`src/rtl/serial_negator.sv`:
```
// serial_negator: bit-serial two's-complement pass/negate/abs/negative-abs unit
// Ports:
//   clk    - single clock, state updates on rising edge
//   reset  - asynchronous active-high reset
//   start  - request, accepted in IDLE or FIN (ignored while busy)
//   mode   - 00 pass, 01 negate, 10 absolute value, 11 negative absolute value
//   in     - signed operand, latched when start is accepted
//   out    - signed result register, loaded on the final serial step
//   busy   - high while the serial conversion runs
//   done   - one-cycle pulse, out valid from this cycle
//   ovf    - inverted the most negative value (only with SERIAL_NEGATOR_OVF_EN)
// Optional feature macro: SERIAL_NEGATOR_OVF_EN adds the ovf port and its logic.
module serial_negator #(
    parameter int WIDTH = 8
) (
    input  logic             clk,
    input  logic             reset,
    input  logic             start,
    input  logic [1:0]       mode,
    input  logic [WIDTH-1:0] in,
    output logic [WIDTH-1:0] out,
    output logic             busy,
    output logic             done
`ifdef SERIAL_NEGATOR_OVF_EN
   ,output logic             ovf
`endif
);
    localparam int CW = $clog2(WIDTH);
    typedef enum logic [1:0] {IDLE, RUN, FIN} state_t;
    state_t           state;
    logic [CW-1:0]    cnt;
    logic [WIDTH-1:0] opr;
    logic [WIDTH-1:0] res;
    logic             inv;
    logic             seen;
    logic             inv_in;
    logic             rbit;
    logic             last;
    logic             accept;
    // invert decision is made once from the operand sign at latch time
    assign inv_in = mode == 2'b01 || (mode == 2'b10 && in[WIDTH-1]) || (mode == 2'b11 && !in[WIDTH-1]);
    // copy bits through the first 1, invert every bit above it
    assign rbit   = opr[0] ^ (inv & seen);
    assign last   = cnt == CW'(WIDTH - 1);
    assign accept = start && state != RUN;
`ifdef SERIAL_NEGATOR_OVF_EN
    logic ovf_p;
`endif
    always_ff @(posedge clk or posedge reset) begin
        if (reset) begin
            state <= IDLE;
            cnt   <= '0;
            opr   <= '0;
            res   <= '0;
            inv   <= 1'b0;
            seen  <= 1'b0;
            out   <= '0;
            busy  <= 1'b0;
            done  <= 1'b0;
`ifdef SERIAL_NEGATOR_OVF_EN
            ovf_p <= 1'b0;
            ovf   <= 1'b0;
`endif
        end else if (accept) begin
            state <= RUN;
            cnt   <= '0;
            opr   <= in;
            res   <= '0;
            inv   <= inv_in;
            seen  <= 1'b0;
            busy  <= 1'b1;
            done  <= 1'b0;
`ifdef SERIAL_NEGATOR_OVF_EN
            // only the most negative value maps onto itself when inverted
            ovf_p <= inv_in && in == {1'b1, {(WIDTH-1){1'b0}}};
`endif
        end else if (state == RUN) begin
            opr  <= opr >> 1;
            res  <= {rbit, res[WIDTH-1:1]};
            seen <= seen | opr[0];
            cnt  <= cnt + CW'(1);
            if (last) begin
                state <= FIN;
                busy  <= 1'b0;
                done  <= 1'b1;
                out   <= {rbit, res[WIDTH-1:1]};
`ifdef SERIAL_NEGATOR_OVF_EN
                ovf   <= ovf_p;
`endif
            end
        end else if (state == FIN) begin
            state <= IDLE;
            done  <= 1'b0;
        end
    end
endmodule

```
`config.mk`:
```
export PLATFORM = sky130hd
export DESIGN_NAME = serial_negator
export DESIGN_NICKNAME = d
export VERILOG_FILES = /design/src/rtl/serial_negator.sv
export SDC_FILE = /design/constraint.sdc
export NUM_CORES = 1
export LEC_CHECK = 0
export BUFFER_PORTS_ARGS = -buffer_cell sky130_fd_sc_hd__buf_2
export CORE_MARGIN = 3
export CORE_UTILIZATION = 48
export DETAILED_ROUTE_END_ITERATION = 6
export PLACE_DENSITY = 0.81
export SLEW_MARGIN = 20
export SYNTH_ARGS = -nofsm -noshare
export SYNTH_HDL_FRONTEND = slang
export SYNTH_SLANG_ARGS = --single-unit
```
`constraint.sdc`:
```
create_clock -name clk -period 1.4 [get_ports clk]
set_input_delay 0.42 -clock clk [delete_from_list [all_inputs] [get_ports clk]]
set_output_delay 0.42 -clock clk [all_outputs]
set_load 0.01 [all_outputs]
```
==> reports/qor.yml <==
rr_worst_depth: 5
avgRoutedWirePerCell_um: 12.9
htree_levels: 2
multi_input_area_um2: 547
rsz0062_at_grt: "true"
tightest_slew_ns: 0.436
grt_pass1_vias: 896
clock-root-buffer: "clkbuf_4"
crit_path_top_delay_cell: "dfrtp_1"
syn_avg_cell_area_um2: 11.5
dr.max_layer_used: "met4"
max_stage_delay_ns: 0.39
clk_pin_slew_ns: 0.09
yosys_warnings: 0
fin_worst_skew_ns: 0.00559
crit_cells: 5
firstDrtPassIters: 4
crit_type: "reg2reg"
grt_max_degree: 32
vias: 921
cts_sinks: 31
final_nets: 167
drt-met1-wl_um: 1110
powerDensity_nw_per_um2: 2200
clk_path_buf_depth: 2
hpwl_um: 1660
fp-row-count: 18
layout_common_cells: "31 x dfrtp_1, 26 x nand2_1, 22 x buf_2, 11 x nand3b_1, 11 x buf_4"
reg2reg_from: "cnt[0]$_DFFE_PP0P_"
end_kind: "flop"
cts_buffers: 5
crit_start: "cnt[0]$_DFFE_PP0P_"
drt_iter0_markers: 23
netlist_instances: 117
reg2reg_to: "out[1]$_DFFE_PP0P_"
syn_area_um2: 1340
final-hold-violation-count: 0
period_minus_slack_ns: 1.44
relSlewSlack: 0.710
cts_tree: "yes"
period_share: 1.03
setup_slack_ns: -0.0410
antenna_found_initial: 0
gp_congestion: 0.696
numPortBuffers: 22
area_delta_synth_final_pct: 22.2
timing.max_cap.violations: 0
synth_cell_types: 19
hold_path_class: "in2async"
drc_errors: 0
r2r_slack_ns: -0.04
die_h_um: 58.9
critical-path-top-delay-family: "flip-flops"
worst-path-buf-inv: 1
peakVddDrop_v: 0.00131
track_usage: 0.157
p_leak_nw: 0.858
dpl.cell_count: 172
maxSlewViolCount: 0
fillers: 211
routed_wl_um: 2370
dp_slack_ns: -0.0474
synth_fp_nets: 132
diodes: 0
drtAntennaViolNets: 0
ios: 23
dr_wl_met3_um: 142
fin_cells: 183
grt_overflow: 0
clkLatencyLatePin_ns: 0.32
fmax_mhz: 694
required_ns: 1.61
violations: "negative setup slack"
core_area_um2: 2570
fin_util: 0.639
cp-endpoint: "out[1]$_DFFE_PP0P_"
whs_ns: 0.150
status: "finished, violations left"
critPathLaunchType: "flop"
worstPathCellList: "ha_2, ha_4, nand3b_1, buf_6, mux2_4"
yosysSeqAreaShare: 0.578
drt-vias-per-instance: 5.03
critPathMaxFanout: 6
drive_gt1_frac: 0.327
die_x_um: 58.9
ys_ff_latch: 31
dr_wl_met2_um: 1070
final_common_cell: "dfrtp_1"
register_area_um2: 776
grt_pass1_wl_um: 3930
arrival_ns: 1.65
initial_core_util: 0.523
dieArea_um2: 3470
setup_viol: 7
-- state kept, by name (all words and copies together), names as in the netlist --
register,flops
busy,1
out,8
opr,8
seen,1
cnt,3
inv,1
done,1
res,7
state,1
-- routing by layer --
metal | vias up | GRT usage
li1 | 464 | -
met1 | 426 | 0.198
met2 | 23 | 0.237
met3 | 8 | 0.0592
met4 | 0 | 0.0777
met5 | - | 0
-- where the power goes --
part           total, W  internal, W  switching [W]
Clock          0.000578     0.000295       0.000282
Combinational   0.00149     0.000739       0.000746
Sequential      0.00154      0.00129       0.000249
Total           0.00360      0.00232        0.00128
-- worst min-delay path by stage --
stage / from / end
2_1_floorplan: opr[1]$_DFFE_PP0P_ / opr[0]$_DFFE_PP0P_
3_3_place_gp: out[7]$_DFFE_PP0P_ / out[7]$_DFFE_PP0P_
3_5_place_dp: out[7]$_DFFE_PP0P_ / out[7]$_DFFE_PP0P_
4_1_cts: reset / opr[5]$_DFFE_PP0P_
5_1_grt: reset / opr[7]$_DFFE_PP0P_
6_report: reset / opr[7]$_DFFE_PP0P_
-- cells in the mapped netlist --
cell type  number  area share
and2b_1         1      0.0056
o21ai_0        10       0.037
buf_2           4       0.015
and2_1          2      0.0093
clkbuf_1        1      0.0028
mux2i_1         9       0.067
a21oi_1         3       0.011
ha_1            2       0.019
xor2_1          2       0.013
inv_1           2      0.0056
buf_4           1      0.0056
mux2_2          1      0.0084
nand3b_1       11       0.062
dfrtp_1        31        0.58
nand2_1        26       0.073
o21a_1          2       0.011
nand2b_1        1      0.0047
nor2_1          2      0.0056
mux2_4          6       0.067
-- worst reg2reg max path, delay by kind of cell, from the launching register on --
family | cells | cell delay [ns]
adders and majority gates | 2 | 0.35
buffers and inverters | 1 | 0.16
DFF | 1 | 0.39
muxes | 1 | 0.30
and+or+nand+nor | 1 | 0.13
-- logic make-up after synthesis --
logic type,count (synthesis),synth area share
AO/OA/AOI/OAI,15,0.0596
AND/OR/NAND/NOR,43,0.159
flip-flops,31,0.578
adder cells (fa/ha/maj),2,0.0186
buffers and inverters,8,0.0289
XOR/XNOR,2,0.0130
multiplexers,16,0.143
-- metrics by stage --
stage	area (um^2)	power, W	setup TNS (ns)
5_1_grt	1640	0.00390	-0.476
4_1_cts	1620	0.00360	-0.288
3_3_place_gp	1530	0.00287	-0.111
3_5_place_dp	1530	0.00297	-0.237
2_1_floorplan	1350	0.00247	0
6_report	1640	0.00360	-0.217
-- final cells by class --
type                    instances  area share
inverters                       2     0.00458
multi-input cells              78       0.333
flip-flops and latches         31       0.473
repair buffers                 34       0.124
well taps                      30      0.0229
clock buffers                   8      0.0420
-- what timing repair did --
item | in CTS | in global routing
pin swaps | 1 | 1
hold buffers | 0 | 0
setup endpoints to repair | 7 | 8
gates resized for setup | 3 | 0
buffers inserted | 0 | 3
(Power assumes the default switching activity.)
